**src/rtl/parking_pkg.sv**
```systemverilog
// Shared definitions for the parking gate slice.
//   CAPACITY_DEF  - default number of lot spaces
//   PASSWORD_*    - gate password codes shared by the gate FSM and its bench
//   gate_state_t  - gate FSM state encoding
//   occ_op_t      - occupancy update selector used by the sensor conditioner
package parking_pkg;

   localparam int unsigned CAPACITY_DEF = 8;

   localparam logic [1:0] PASSWORD_A = 2'b01;
   localparam logic [1:0] PASSWORD_B = 2'b10;

   typedef enum logic [1:0] {
      GATE_IDLE      = 2'b00,
      GATE_WAIT_PASS = 2'b01,
      GATE_OPEN      = 2'b10,
      GATE_ALARM     = 2'b11
   } gate_state_t;

   typedef enum logic [1:0] {
      OCC_HOLD = 2'b00,
      OCC_INC  = 2'b01,
      OCC_DEC  = 2'b10
   } occ_op_t;

endpackage

```
**src/rtl/parking_sensor_conditioner_if.sv**
```systemverilog
// Signal bundle between the raw sensor side / gate controller and the
// parking sensor conditioner.
//   sensor_ent_raw, sensor_exit_raw : raw asynchronous presence sensors
//   clr_err                         : one-cycle clear of count_err
//   sensor_entrance, sensor_exit    : debounced levels
//   entry_pulse, exit_pulse         : one-cycle clean rising-edge pulses
//   ent_fault, exit_fault           : stuck-high indication per channel
//   occupancy, lot_full, lot_empty  : lot count and its flags
//   count_err                       : sticky over/underflow attempt flag
// master: environment side; slave: the conditioner.
interface parking_sensor_conditioner_if #(
   parameter int unsigned CNT_W = 4
);
   logic             sensor_ent_raw;
   logic             sensor_exit_raw;
   logic             clr_err;
   logic             sensor_entrance;
   logic             sensor_exit;
   logic             entry_pulse;
   logic             exit_pulse;
   logic             ent_fault;
   logic             exit_fault;
   logic [CNT_W-1:0] occupancy;
   logic             lot_full;
   logic             lot_empty;
   logic             count_err;

   modport master (
      output sensor_ent_raw, sensor_exit_raw, clr_err,
      input  sensor_entrance, sensor_exit, entry_pulse, exit_pulse,
             ent_fault, exit_fault, occupancy, lot_full, lot_empty, count_err
   );

   modport slave (
      input  sensor_ent_raw, sensor_exit_raw, clr_err,
      output sensor_entrance, sensor_exit, entry_pulse, exit_pulse,
             ent_fault, exit_fault, occupancy, lot_full, lot_empty, count_err
   );
endinterface

```
**src/rtl/sensor_debounce.sv**
```systemverilog
// One sensor channel: 2-flop synchroniser, debounce counter, clean level,
// registered rising-edge pulse and stuck-high detector.
//   clk, reset_n : clock, asynchronous active-low reset
//   i_raw        : raw asynchronous sensor input
//   o_clean      : debounced level
//   o_rise       : one cycle, coincident with the clean level rising
//   o_fault      : clean level has been high for STUCK_CYCLES cycles
module sensor_debounce #(
   parameter int unsigned DEBOUNCE_CYCLES = 16,
   parameter int unsigned STUCK_CYCLES    = 1024
) (
   input  logic clk,
   input  logic reset_n,
   input  logic i_raw,
   output logic o_clean,
   output logic o_rise,
   output logic o_fault
);

   localparam int unsigned DB_W = $clog2(DEBOUNCE_CYCLES + 1);
   localparam int unsigned ST_W = $clog2(STUCK_CYCLES + 1);

   logic            r_sync1;
   logic            r_sync2;
   logic            r_clean;
   logic            r_rise;
   logic [DB_W-1:0] r_db_cnt;
   logic [ST_W-1:0] r_st_cnt;

   logic w_mismatch;
   logic w_accept;

   assign w_mismatch = r_sync2 ^ r_clean;
   // Counter has already seen DEBOUNCE_CYCLES mismatches and this edge is one
   // more: the new level is accepted, giving DEBOUNCE_CYCLES+2 raw-to-clean latency.
   assign w_accept   = w_mismatch && (r_db_cnt == DB_W'(DEBOUNCE_CYCLES));

   always_ff @(posedge clk or negedge reset_n) begin
      if (!reset_n) begin
         r_sync1  <= 1'b0;
         r_sync2  <= 1'b0;
         r_clean  <= 1'b0;
         r_rise   <= 1'b0;
         r_db_cnt <= '0;
         r_st_cnt <= '0;
      end else begin
         r_sync1 <= i_raw;
         r_sync2 <= r_sync1;

         if (!w_mismatch || w_accept) begin
            r_db_cnt <= '0;
         end else begin
            r_db_cnt <= r_db_cnt + 1'b1;
         end

         if (w_accept) begin
            r_clean <= ~r_clean;
         end
         r_rise <= w_accept & ~r_clean;

         if (!r_clean) begin
            r_st_cnt <= '0;
         end else if (r_st_cnt != ST_W'(STUCK_CYCLES)) begin
            r_st_cnt <= r_st_cnt + 1'b1;
         end
      end
   end

   assign o_clean = r_clean;
   assign o_rise  = r_rise;
   assign o_fault = (r_st_cnt == ST_W'(STUCK_CYCLES));

endmodule

```
**src/rtl/parking_sensor_conditioner.sv**
```systemverilog
// Front end of the parking gate controller: conditions the entrance and exit
// presence sensors and keeps a saturating lot occupancy count.
//   clk, reset_n : clock, asynchronous active-low reset
//   bus (slave)  : raw sensors and clr_err in; clean levels, arrival pulses,
//                  stuck faults, occupancy, lot_full/lot_empty, count_err out
module parking_sensor_conditioner
   import parking_pkg::*;
#(
   parameter int unsigned DEBOUNCE_CYCLES = 16,
   parameter int unsigned STUCK_CYCLES    = 1024,
   parameter int unsigned CAPACITY        = CAPACITY_DEF,
   parameter int unsigned CNT_W           = 4
) (
   input logic                         clk,
   input logic                         reset_n,
   parking_sensor_conditioner_if.slave bus
);

   logic w_ent_clean;
   logic w_ent_pulse;
   logic w_ent_fault;
   logic w_exit_clean;
   logic w_exit_pulse;
   logic w_exit_fault;

   sensor_debounce #(
      .DEBOUNCE_CYCLES (DEBOUNCE_CYCLES),
      .STUCK_CYCLES    (STUCK_CYCLES)
   ) u_ent (
      .clk     (clk),
      .reset_n (reset_n),
      .i_raw   (bus.sensor_ent_raw),
      .o_clean (w_ent_clean),
      .o_rise  (w_ent_pulse),
      .o_fault (w_ent_fault)
   );

   sensor_debounce #(
      .DEBOUNCE_CYCLES (DEBOUNCE_CYCLES),
      .STUCK_CYCLES    (STUCK_CYCLES)
   ) u_exit (
      .clk     (clk),
      .reset_n (reset_n),
      .i_raw   (bus.sensor_exit_raw),
      .o_clean (w_exit_clean),
      .o_rise  (w_exit_pulse),
      .o_fault (w_exit_fault)
   );

   logic [CNT_W-1:0] r_occ;
   logic             r_full;
   logic             r_empty;
   logic             r_err;

   occ_op_t          w_op;
   logic             w_err_set;
   logic [CNT_W-1:0] w_occ_next;

   // Simultaneous entry and exit cancel out, even at the full/empty limits.
   always_comb begin
      w_op       = OCC_HOLD;
      w_err_set  = 1'b0;
      w_occ_next = r_occ;
      if (w_ent_pulse && !w_exit_pulse) begin
         if (r_occ != CNT_W'(CAPACITY)) begin
            w_op = OCC_INC;
         end else begin
            w_err_set = 1'b1;
         end
      end else if (w_exit_pulse && !w_ent_pulse) begin
         if (r_occ != '0) begin
            w_op = OCC_DEC;
         end else begin
            w_err_set = 1'b1;
         end
      end
      case (w_op)
         OCC_INC: w_occ_next = r_occ + 1'b1;
         OCC_DEC: w_occ_next = r_occ - 1'b1;
         default: w_occ_next = r_occ;
      endcase
   end

   // Flags are registered from the next count so they stay coherent with occupancy.
   always_ff @(posedge clk or negedge reset_n) begin
      if (!reset_n) begin
         r_occ   <= '0;
         r_full  <= 1'b0;
         r_empty <= 1'b1;
         r_err   <= 1'b0;
      end else begin
         r_occ   <= w_occ_next;
         r_full  <= (w_occ_next == CNT_W'(CAPACITY));
         r_empty <= (w_occ_next == '0);
         r_err   <= w_err_set | (r_err & ~bus.clr_err);
      end
   end

   assign bus.sensor_entrance = w_ent_clean;
   assign bus.sensor_exit     = w_exit_clean;
   assign bus.entry_pulse     = w_ent_pulse;
   assign bus.exit_pulse      = w_exit_pulse;
   assign bus.ent_fault       = w_ent_fault;
   assign bus.exit_fault      = w_exit_fault;
   assign bus.occupancy       = r_occ;
   assign bus.lot_full        = r_full;
   assign bus.lot_empty       = r_empty;
   assign bus.count_err       = r_err;

endmodule

```
**src/flat_wrapper.sv**
```systemverilog
// flat-port wrapper written by rule: the top's interface ports become plain ports
module parking_sensor_conditioner_flat import parking_pkg::*;
#(
   parameter int unsigned DEBOUNCE_CYCLES = 16,
   parameter int unsigned STUCK_CYCLES    = 1024,
   parameter int unsigned CAPACITY        = CAPACITY_DEF,
   parameter int unsigned CNT_W           = 4
)
  (clk, reset_n, bus_sensor_ent_raw, bus_sensor_exit_raw, bus_clr_err, bus_sensor_entrance, bus_sensor_exit, bus_entry_pulse, bus_exit_pulse, bus_ent_fault, bus_exit_fault, bus_occupancy, bus_lot_full, bus_lot_empty, bus_count_err);
  parking_sensor_conditioner_if #(.CNT_W(CNT_W)) bus_i ();
  input logic clk;
  input logic reset_n;
  input wire logic [$bits(bus_i.sensor_ent_raw)-1:0] bus_sensor_ent_raw;
  input wire logic [$bits(bus_i.sensor_exit_raw)-1:0] bus_sensor_exit_raw;
  input wire logic [$bits(bus_i.clr_err)-1:0] bus_clr_err;
  output wire logic [$bits(bus_i.sensor_entrance)-1:0] bus_sensor_entrance;
  output wire logic [$bits(bus_i.sensor_exit)-1:0] bus_sensor_exit;
  output wire logic [$bits(bus_i.entry_pulse)-1:0] bus_entry_pulse;
  output wire logic [$bits(bus_i.exit_pulse)-1:0] bus_exit_pulse;
  output wire logic [$bits(bus_i.ent_fault)-1:0] bus_ent_fault;
  output wire logic [$bits(bus_i.exit_fault)-1:0] bus_exit_fault;
  output wire logic [$bits(bus_i.occupancy)-1:0] bus_occupancy;
  output wire logic [$bits(bus_i.lot_full)-1:0] bus_lot_full;
  output wire logic [$bits(bus_i.lot_empty)-1:0] bus_lot_empty;
  output wire logic [$bits(bus_i.count_err)-1:0] bus_count_err;
  assign bus_i.sensor_ent_raw = bus_sensor_ent_raw;
  assign bus_i.sensor_exit_raw = bus_sensor_exit_raw;
  assign bus_i.clr_err = bus_clr_err;
  assign bus_sensor_entrance = bus_i.sensor_entrance;
  assign bus_sensor_exit = bus_i.sensor_exit;
  assign bus_entry_pulse = bus_i.entry_pulse;
  assign bus_exit_pulse = bus_i.exit_pulse;
  assign bus_ent_fault = bus_i.ent_fault;
  assign bus_exit_fault = bus_i.exit_fault;
  assign bus_occupancy = bus_i.occupancy;
  assign bus_lot_full = bus_i.lot_full;
  assign bus_lot_empty = bus_i.lot_empty;
  assign bus_count_err = bus_i.count_err;
  parking_sensor_conditioner #(.DEBOUNCE_CYCLES(DEBOUNCE_CYCLES), .STUCK_CYCLES(STUCK_CYCLES), .CAPACITY(CAPACITY), .CNT_W(CNT_W)) u_core (.clk(clk), .reset_n(reset_n), .bus(bus_i));
endmodule
```
**config.mk**
```make
export PLATFORM = sky130hd
export DESIGN_NAME = parking_sensor_conditioner_flat
export DESIGN_NICKNAME = d
export VERILOG_FILES = /design/src/rtl/parking_pkg.sv /design/src/rtl/parking_sensor_conditioner_if.sv /design/src/rtl/sensor_debounce.sv /design/src/rtl/parking_sensor_conditioner.sv /design/src/flat_wrapper.sv
export SDC_FILE = /design/constraint.sdc
export NUM_CORES = 1
export LEC_CHECK = 0
export CORE_ASPECT_RATIO = 0.8
export CORE_MARGIN = 2
export CORE_UTILIZATION = 56
export CTS_CLUSTER_DIAMETER = 30
export DETAILED_ROUTE_END_ITERATION = 12
export PLACE_DENSITY = 0.76
export SLEW_MARGIN = 30
export SYNTH_ARGS = -nofsm -noshare
export SYNTH_HDL_FRONTEND = slang
export SYNTH_SLANG_ARGS = --single-unit
```
**constraint.sdc**
```tcl
create_clock -name clk -period 4.6 [get_ports clk]
set_clock_uncertainty 0.15 [all_clocks]
set_input_delay 0.69 -clock clk [delete_from_list [all_inputs] [get_ports clk]]
set_output_delay 0.69 -clock clk [all_outputs]
set_load 0.01 [all_outputs]
```
### After elaboration in Yosys (flattened, before gate mapping)

Index checks and enable logic that the tools add are counted.

| cells by class | value |
|---|---|
| multiplexer cells | 15 |
| add/sub/neg operators | 6 |
| equal/unequal tests | 12 |
| bitwise gates (word level) | 9 |
| reduce and logical (&&, ||, !) cells | 12 |

Operator list:

| operator | count |
|---|---|
| $mux W11 | 4 |
| $add A11 B1 Y11 const B | 2 |
| $eq A11 B11 Y1 const B | 2 |
| $ne A11 B11 Y1 const B | 2 |
| $add A5 B1 Y5 const B | 2 |
| $eq A5 B5 Y1 const B | 2 |
| $mux W5 | 2 |
| $pmux W4 S2 | 1 |
| $mux W2 | 3 |
| $mux W1 | 5 |
| $add A4 B1 Y4 const B | 1 |
| $eq A4 B4 Y1 const B | 1 |
| $logic_and A1 B1 Y1 | 4 |
| $logic_not A1 Y1 | 4 |
| $logic_not A4 Y1 | 1 |
| $ne A2 B1 Y1 const B | 2 |
| $ne A4 B4 Y1 const B | 1 |
| $reduce_bool A4 Y1 | 1 |
| $sub A4 B1 Y4 const B | 1 |
| $and A1 B1 Y1 | 3 |
| $not A1 Y1 | 3 |
| $eq A2 B1 Y1 const B | 1 |
| $eq A2 B2 Y1 const B | 1 |
| $logic_or A1 B1 Y1 | 2 |
| 2 further kinds | 3 |

| storage, ports and cells | value |
|---|---|
| flip-flop bits (word level) | 47 |
| output and inout bits | 13 |
| word-level logic and storage cells | 70 |
| input port bits | 5 |

### Logic depth before layout (Yosys ltp)

Gate-level depths: netlist (run 1).

| logic depth | value |
|---|---|
| word-level depth | 7 |
| gate-level depth with buffers | 9 |
| depth with buffers taken out | 8 |

### By module

A second synthesis (run 1) with hierarchy kept.

| unflattened totals | value |
|---|---|
| cells, all modules | 228 |
| area total of the unflattened synthesis | 2,372.3 µm² |

Modules (own cells, without submodules):

| module | cells an instance | area each (µm²) | seq. area each (µm²) | times used |
|---|---|---|---|---|
| sensor_debounce (u_core.u_exit) | 91 | 957.2 | 500.5 | 1 |
| sensor_debounce (u_core.u_ent) | 90 | 952.2 | 500.5 | 1 |
| parking_sensor_conditioner | 47 | 462.9 | 176.4 | 1 |

### Worst setup path after synthesis (run 1)

Ideal clock, no wire load.

| timing path | value |
|---|---|
| path type | flip-flop to flip-flop |
| start | register u_core.r_occ[1], in the netlist u_core.bus.occupancy[1] |
| end | register u_core.r_full, in the netlist u_core.bus.lot_full |
| path slack | 2.187 ns |
| data arrival time | 2.136 ns |
| buffers on the path | 1 |
| cell stages (with the launch flop) | 10 |
| setup time | 0.127 ns |
| path through | dfrtp_1 buf_6 nor4_1 nor3_1 a21o_1 ha_1 or4b_4 o22a_1 o21ai_2 nor4_1 |

| on the way | value |
|---|---|
| word-level cells in the longest chain between the ends | 7 |

Ends and longest elaborated chain:

| item | line | source |
|---|---|---|
| from (decl) | parking_sensor_conditioner.sv:50 | `logic [CNT_W-1:0] r_occ;` |
| from (signal assigned) | parking_sensor_conditioner.sv:92 | `r_occ <= w_occ_next;` |
| $reduce_bool A4 Y1 | parking_sensor_conditioner.sv:71 | `if (r_occ != '0) begin` |
| $mux W2 | parking_sensor_conditioner.sv:71 |  |
| $mux W2 | parking_sensor_conditioner.sv:70 | `end else if (w_exit_pulse && !w_ent_pulse) begin` |
| $mux W2 | parking_sensor_conditioner.sv:64 | `if (w_ent_pulse && !w_exit_pulse) begin` |
| $eq A2 B2 Y1 or $eq A2 B1 Y1 (tied branches) | parking_sensor_conditioner.sv:77 | `case (w_op)` |
| $pmux W4 S2 (*) | parking_sensor_conditioner.sv:77 |  |
| named net u_core.w_occ_next[2] | parking_sensor_conditioner.sv:57 | `logic [CNT_W-1:0] w_occ_next;` |
| $eq A4 B4 Y1 (*) | parking_sensor_conditioner.sv:93 | `r_full <= (w_occ_next == CNT_W'(CAPACITY));` |
| to (signal assigned) | parking_sensor_conditioner.sv:93 |  |
| to (decl) | parking_sensor_conditioner.sv:51 | `logic r_full;` |

The timed path passes the listed nets; every way through them passes the cells marked *.
A chain may end at the register's enable or synchronous reset.

### Worst setup path after layout (run 1)

| timing path | value |
|---|---|
| start | register u_core.u_exit.r_st_cnt[7] |
| end | output port bus_exit_fault |

| on the way | value |
|---|---|
| word-level cells in the longest chain between the ends | 1 |

Ends and longest elaborated chain:

| item | line | source |
|---|---|---|
| from (decl) | sensor_debounce.sv:28 | `logic [ST_W-1:0] r_st_cnt;` |
| from (signal assigned) | sensor_debounce.sv:64 | `r_st_cnt <= r_st_cnt + 1'b1;` |
| $eq A11 B11 Y1 | sensor_debounce.sv:71 | `assign o_fault = (r_st_cnt == ST_W'(STUCK_CYCLES));` |
| to (decl) | flat_wrapper.sv:21 | `output wire logic [$bits(bus_i.exit_fault)-1:0] bus_exit_fault;` |

No other way between the ends.

==> results of run 1 <==
-- per-layer routing --
metal  vias to the layer above  track usage  part of all wire
met5                         -            0                 0
met4                         0       0.0451            0.0042
met3                         2       0.0442             0.031
met2                        22        0.323              0.49
met1                       761        0.236              0.47
li1                        755            -                 -
-- layout by cell type (no fill, tap or decap), drive strengths merged, types with 2 or more instances in the layout --
cell type / Yosys / layout
nor3b: 2 / 2
nor3: 4 / 4
clkdlybuf4s50: 0 / 16
or4b: 2 / 2
and2: 17 / 17
and4: 2 / 2
a21boi: 3 / 3
mux2i: 3 / 3
mux2: 3 / 3
dfrtp: 46 / 46
nand3: 13 / 13
and3: 6 / 6
inv: 11 / 11
o21ai: 4 / 4
xor2: 10 / 10
ha: 9 / 9
nor2b: 3 / 3
nor4: 6 / 6
nand2b: 4 / 4
nand2: 7 / 7
nand4: 7 / 7
nand3b: 5 / 5
nor2: 12 / 12
o22ai: 2 / 2
clkbuf: 2 / 7
xnor2: 16 / 16
-- final timing paths --
kind	startpoint	endpoint	slack, ps	depth (start not counted)
max reg2reg	u_core.bus.occupancy[2]	u_core.bus.lot_full	2060	8
max	u_core.u_exit.r_st_cnt[7]	bus_exit_fault	1840	4
max in group asynchronous	reset_n	u_core.u_exit.r_st_cnt[1]	3670	1
min reg2reg	u_core.u_exit.r_sync1	u_core.u_exit.r_sync2	200	0
min in group asynchronous	reset_n	u_core.u_ent.r_st_cnt[1]	230	1
min	u_core.u_exit.r_sync1	u_core.u_exit.r_sync2	200	0
-- stage by stage --
| stage | cell area [µm²] | cells | utilization |
|---|---|---|---|
| after floorplan | 2290 | 209 | - |
| after global placement | 2500 | 277 | 0.648 |
| after detailed placement | 2500 | 277 | 0.648 |
| after CTS | 2590 | 285 | 0.671 |
| after global routing | 2590 | 285 | 0.672 |
| final | 2590 | 285 | 0.672 |
-- cell usage after synthesis --
master	instances	area (µm²)
dfrtp_1	46	1150
and2_1	17	106
xnor2_1	16	140
nand3_1	13	65.1
nor2_1	12	45.0
inv_1	11	41.3
xor2_1	10	87.6
ha_1	9	113
nand2_1	7	26.3
nand4_1	7	43.8
and3_1	6	37.5
nor4_1	6	37.5
nand3b_1	5	37.5
nand2b_1	4	25.0
nor3_1	4	20.0
a21boi_0	3	22.5
mux2_2	3	33.8
mux2i_1	3	30.0
nor2b_1	3	18.8
o21ai_0	3	15.0
and4_1	2	17.5
clkbuf_1	2	7.51
nor3b_1	2	15.0
o22ai_1	2	12.5
a21o_1	1	7.51
a21oi_2	1	8.76
and4b_1	1	10.0
buf_2	1	5.00
buf_6	1	11.3
dfstp_2	1	26.3
nand4bb_1	1	11.3
nor4b_1	1	8.76
o21ai_2	1	8.76
o22a_1	1	8.76
or3_1	1	6.26
or4b_1	1	10.0
or4b_4	1	13.8
-- logic make-up after synthesis --
kind of cell	after synthesis
AOI/OAI and AO/OA	12
xor gates and xnor gates	26
adders and majority gates	9
buffers and inverters	15
DFF	47
muxes	6
and+or+nand+nor	94
-- layout make-up --
cell class	instances	area, µm²
Fill cell	312	1260
Multi-Input combinational cell	147	1040
Clock inverter	1	5.00
Timing Repair Buffer	17	168
Clock buffer	7	86.3
Inverter	11	41.3
Tap cell	55	68.8
Sequential cell	47	1180
-- flip-flops by register name, summed over array words and instances (netlist names) --
| signal | flops |
|---|---|
| u_core.u_ent.r_st_cnt | 11 |
| u_core.bus.lot_empty | 1 |
| u_core.u_exit.r_db_cnt | 5 |
| u_core.u_exit.o_clean | 1 |
| u_core.u_exit.o_rise | 1 |
| u_core.u_exit.r_sync2 | 1 |
| u_core.u_ent.r_sync1 | 1 |
| u_core.u_exit.r_st_cnt | 11 |
| u_core.u_ent.r_db_cnt | 5 |
| u_core.bus.lot_full | 1 |
| u_core.u_ent.o_clean | 1 |
| u_core.u_ent.o_rise | 1 |
| u_core.u_exit.r_sync1 | 1 |
| u_core.bus.count_err | 1 |
| u_core.bus.occupancy | 4 |
| u_core.u_ent.r_sync2 | 1 |
-- power by group through the flow --
stage | combinational [mW] | sequential, mW | clock [mW]
after floorplan | 0.00990 | 0.431 | 0
after global placement | 0.0217 | 0.432 | 0
after detailed placement | 0.0238 | 0.432 | 0
after CTS | 0.0238 | 0.424 | 0.253
after global routing | 0.0274 | 0.425 | 0.270
final | 0.0227 | 0.424 | 0.247
==> summary.txt, run 1 <==
Synth
  – Post-Synth Simple-Gate Area: 0.243
  – Synth Register Bits: 47
  – Main combinational cell family by area after synthesis: simple AND/OR/NAND/NOR gates
  – Syn_area_per_cell: 10.9 µm²
  – Adder-Cell Fraction of Synth Area: 0.0493
  – Netlist Area Pre-Place: 2290 µm²
  – Unique masters post-synth: 37
  – Sequential cell area fraction in the yosys report: 0.515
  – Cells after Synth: 209
  – Synthesized Nets: 223
  – Yosys warns: 0
  – Compound-Gate Fraction of Synth Area: 0.0367
  – Synth Area in XOR/XNOR: 0.0996
  – Post-synthesis mux area share: 0.0279

Flow run
  – Max Cap Violations: 0

Worst setup path
  – Worst setup SP type: flip-flop
  – Buf+Inv Stages, Crit Path: 2
  – Crit path kind: flip-flop to output port
  – CP max FO: 4
  – Crit path max-delay cell type: clkdlybuf4s50_1
  – Critical Path Max Stage Delay: 540 ps
  – Critical Path, Cell by Cell: nor4_1 -> nand4_1 -> inv_1 -> clkdlybuf4s50_1
  – WP data arrival: 1920 ps
  – Critical path capture point type: output port
  – CP top delay family: buffers and inverters
  – CP required: 3760 ps

Floorplanning
  – FP Rows: 20
  – Die ar.: 4610 µm²
  – Starting Density: 0.593
  – Die width: 75.4 µm
  – Die Y: 61.1 µm
  – Core area: 3850 µm²
  – IO Pins: 18

Pwr
  – Comb power frac: 0.033
  – Reg power frac: 0.611
  – Power Density: 268 nW/µm²
  – Psw: 145 µW
  – Clock power frac: 0.356
  – Fraction of power spent switching nets: 0.209
  – Max IR drop VDD: 202 µV
  – Tot Pwr: 694 µW
  – Internal Power: 549 µW
  – Leakage: 1.19 nW

Placement
  – Port bufs: 17
  – Final Wtd Congestion: 0.762
  – Post-Place Worst Slack: 2090 ps
  – HPWL after detailed placement: 2.70 mm

Global routing
  – First-pass GRT wire length: 6.49 mm
  – Gr ovfl total: 0
  – GRT Total Usage: 0.185
  – Largest net degree at the start of global routing: 48
  – Initial antenna violation count: 0
  – Number of global-route vias before repair: 1476

Min path
  – Worst hold-check path type: flip-flop to flip-flop

Clocking
  – CTS root buffer: clkbuf_8
  – Clock sinks: 47
  – CTS H-tree lvls: 2
  – TritonCTS buffer count: 5
  – Post-CTS sizing: 0
  – Longest Clk Path Bufs: 2
  – Clk pin slew, worst setup/hold paths: 70 ps
  – CTS tree: done
  – Post-CTS Setup Inserts: 0
  – Worst-Skew Late Latency: 290 ps
  – Post-CTS Hold Buffers: 0

Route
  – Vias: 1540
  – Vias/cell: 5.40
  – Drt total wl: 3.81 mm
  – Iter 0 DRT Violations: 87
  – Drt first pass iters: 4
  – Post-DRT Antenna Nets: 0
  – Wire per inst: 13.4 µm
  – Drc violations: 0

STA
  – Rel. slew slack: 0.622
  – Setup ws final: 1840 ps
  – Hold WS: 204 ps
  – RSZ-0062 raised after global routing: no
  – Worst-Margin Slew: 568 ps
  – Hold Violations, Final: 0
  – Setup violators final: 0
  – Post-Route Setup TNS: 0 ps
  – Slew Limit Fails: 0
  – Period utilization: 0.600
  – Minimum clock period: 2760 ps
  – Maximum clock frequency: 362 MHz

Cells and area
  – Share of cells above drive strength 1: 0.0652
  – Fin nets: 243
  – Antenna Cells: 0
  – Syn-to-layout area delta: 13.3%

Run status
  – Status: completed
No activity file was read; power rests on OpenSTA's default activity.
==> run 2: changes to the inputs <==
--- a/config.mk
+++ b/config.mk
@@ -7,10 +7,10 @@
 export LEC_CHECK = 0
 export CORE_ASPECT_RATIO = 0.8
 export CORE_MARGIN = 2
-export CORE_UTILIZATION = 56
+export CORE_UTILIZATION = 52
 export CTS_CLUSTER_DIAMETER = 30
 export DETAILED_ROUTE_END_ITERATION = 12
-export PLACE_DENSITY = 0.76
+export PLACE_DENSITY = 0.74
 export SLEW_MARGIN = 30
 export SYNTH_ARGS = -nofsm -noshare
 export SYNTH_HDL_FRONTEND = slang
==> constraint.sdc (replaced) <==
create_clock -name clk -period 2.4 [get_ports clk]
set_clock_uncertainty 0.15 [all_clocks]
set_input_delay 0.36 -clock clk [delete_from_list [all_inputs] [get_ports clk]]
set_output_delay 0.36 -clock clk [all_outputs]
set_load 0.01 [all_outputs]
==> run 2 against run 1 <==
The run now ends with hold timing left. Flip-flop and latch count stayed put. Critical path depth grew 4. Die area grew 7.2%. Critical path type is now flip-flop to flip-flop. Critical endpoint is now u_core.bus.lot_full. Largest power group unchanged. Highest routed layer unchanged.
==> summary.txt, run 2 (synthesis gave the netlist of run 1 again) <==
Placement
  – Placed cell areas: 2570 µm² (+3.1%)
  – Final Wtd Congestion: 0.791 (+3.8%)
  – HPWL after detailed placement: 2.61 mm (-3.4%)
  – Port bufs: 17 (unchanged)

STA
  – Rel. slew slack: 0.620 (-0.00182)
  – RSZ-0062 raised after global routing: yes
  – Maximum clock frequency: 428 MHz
  – Minimum clock period: 2340 ps
  – Worst-Margin Slew: 570 ps (+2.74 ps)
  – Slew Limit Fails: 0 (unchanged)
  – Setup violators final: 0 (unchanged)
  – Hold Violations, Final: 17 (+17)
  – Hold WS: -17.7 ps (-221 ps)
  – Period utilization: 0.974
  – Post-Route Setup TNS: 0 ps (unchanged)

Route
  – Drt first pass iters: 4 (unchanged)
  – Iter 0 DRT Violations: 102 (+17%)
  – Vias: 1564 (+1.6%)
  – Drc violations: 0 (unchanged)
  – Vias/cell: 5.25 (-2.9%)
  – Drt total wl: 4.03 mm (+5.6%)
  – Wire per inst: 13.5 µm (+1.0%)
  – Post-DRT Antenna Nets: 0 (unchanged)

Worst setup path
  – Worst flop-to-flop path startpoint: u_core.bus.occupancy[0]
  – CP top delay family: simple AND/OR/NAND/NOR gates
  – WP data arrival: 2360 ps (+440 ps)
  – Flop2flop setup slack: 60 ps (-2000 ps)
  – CP Depth: 8 (+4)
  – Worst setup SP type: flip-flop
  – Critical Path Max Stage Delay: 480 ps (-60 ps)
  – FF-to-FF End: u_core.bus.lot_full
  – R2R depth: 8 (unchanged)
  – Buf+Inv Stages, Crit Path: 0 (-2)
  – Crit path kind: flip-flop to flip-flop
  – Critical path capture point type: flip-flop
  – Crit path max-delay cell type: or4b_4
  – Critical Path, Cell by Cell: nor4_4 -> nor3_1 -> a21o_1 -> ha_2 -> or4b_4 -> o22a_1 -> o21ai_2 -> nor4_2
  – CP required: 2420 ps (-1340 ps)
  – CP Launch Point: u_core.bus.occupancy[0]
  – CP max FO: 3 (-1)

Clocking
  – Worst-Skew Late Latency: 290 ps (about the same)
  – CTS tree: done
  – TritonCTS buffer count: 5 (unchanged)
  – Clk pin slew, worst setup/hold paths: 90 ps (+20 ps)
  – Longest Clk Path Bufs: 2 (unchanged)
  – Clock sinks: 47 (unchanged)
  – CTS H-tree lvls: 2 (unchanged)
  – CTS root buffer: clkbuf_8

Floorplanning
  – Starting Density: 0.544 (-0.0494)
  – Die ar.: 4950 µm² (+7.2%)
  – Core area: 4200 µm² (+9.1%)
  – IO Pins: 18 (unchanged)
  – Die width: 78.1 µm (+3.6%)
  – FP Rows: 21 (+5.0%)
  – Die Y: 63.3 µm (+3.5%)

Cells and area
  – Largest regs: u_core.u_ent.r_st_cnt: 11 flops, u_core.u_exit.r_st_cnt: 11 flops
  – Most frequent cells in the layout: 42 x dfrtp_1, 17 x and2_1, 16 x xnor2_1
  – Commonest non-fill, non-tap cell in the layout: dfrtp_1
  – Post-route cell area: 2770 µm² (+7.1%)
  – Syn-to-layout area delta: 21.3%
  – Fin nets: 254 (+4.5%)
  – Share of cells above drive strength 1: 0.158 (+0.0925)
  – Antenna Cells: 0 (unchanged)

Global routing
  – Gr ovfl total: 0 (unchanged)
  – Initial antenna violation count: 0 (unchanged)
  – First-pass GRT wire length: 6.88 mm (+6.0%)
  – Number of global-route vias before repair: 1479 (+0.20%)
  – Largest net degree at the start of global routing: 48 (unchanged)
  – GRT Total Usage: 0.178 (-0.00731)

Pwr
  – Max IR drop VDD: 383 µV (+90%)
  – Power Density: 525 nW/µm² (+96%)
  – Leakage: 1.29 nW (+8.7%)

Run status
  – Violated checks: hold timing
  – Status: finished with violations

Flow run
  – Max Cap Violations: 0 (unchanged)

Min path
  – Worst hold-check path type: input port to asynchronous set/reset pin
[run 2: power by group]
part           leakage, nW  internal (mW)  switching, mW
combinational        0.599         0.0175         0.0267
sequential           0.632          0.803        0.00986
clock               0.0612          0.337          0.262
total                 1.29           1.16          0.299
[run 2: per-stage QoR]
step                worst slack (ps)  hold slack, ps  instances  utilization  power (mW)
floorplan                       36.6           -85.6        209            -       0.845
global placement                89.5             186        288        0.612       0.873
detailed placement              28.6             186        288        0.612       0.875
CTS                             15.8            6.80        296        0.640        1.47
global route                   -27.0            41.2        298        0.660        1.51
finish                          61.3           -17.7        298        0.660        1.46
[run 2: final cells by class]
class	count	area, µm²
Clock inverter	2	35.0
Fill cell	340	1430
Timing Repair Buffer	28	250
Inverter	11	41.3
Tap cell	57	71.3
Multi-Input combinational cell	147	1110
Clock buffer	6	82.6
Sequential cell	47	1180
[run 2: worst max path at each step]
stage                                     end  slack (ps)
after global placement    u_core.bus.lot_full          90
final                     u_core.bus.lot_full          60
after detailed placement  u_core.bus.lot_full          30
after floorplan           u_core.bus.lot_full          40
after CTS                 u_core.bus.lot_full          20
after global routing      u_core.bus.lot_full         -30
[run 2: worst reg2reg max path, stage by stage (launching register included)]
cell	delay [ps]
dfrtp_1	410
nor4_4	300
nor3_1	70
a21o_1	160
ha_2	170
or4b_4	480
o22a_1	220
o21ai_2	200
nor4_2	50
[run 2: per-layer routing]
metal / global-route usage / part of all wire / vias to the layer above
li1: - / - / 782
met1: 0.244 / 0.50 / 761
met2: 0.273 / 0.47 / 19
met3: 0.0487 / 0.026 / 2
met4: 0.0636 / 0.0070 / 0
met5: 0 / 0 / -
[run 2: what timing repair did]
item,in CTS,in global routing
gates resized for setup,0,14
setup endpoints to repair,0,4
hold buffers,0,0
buffers inserted,0,2
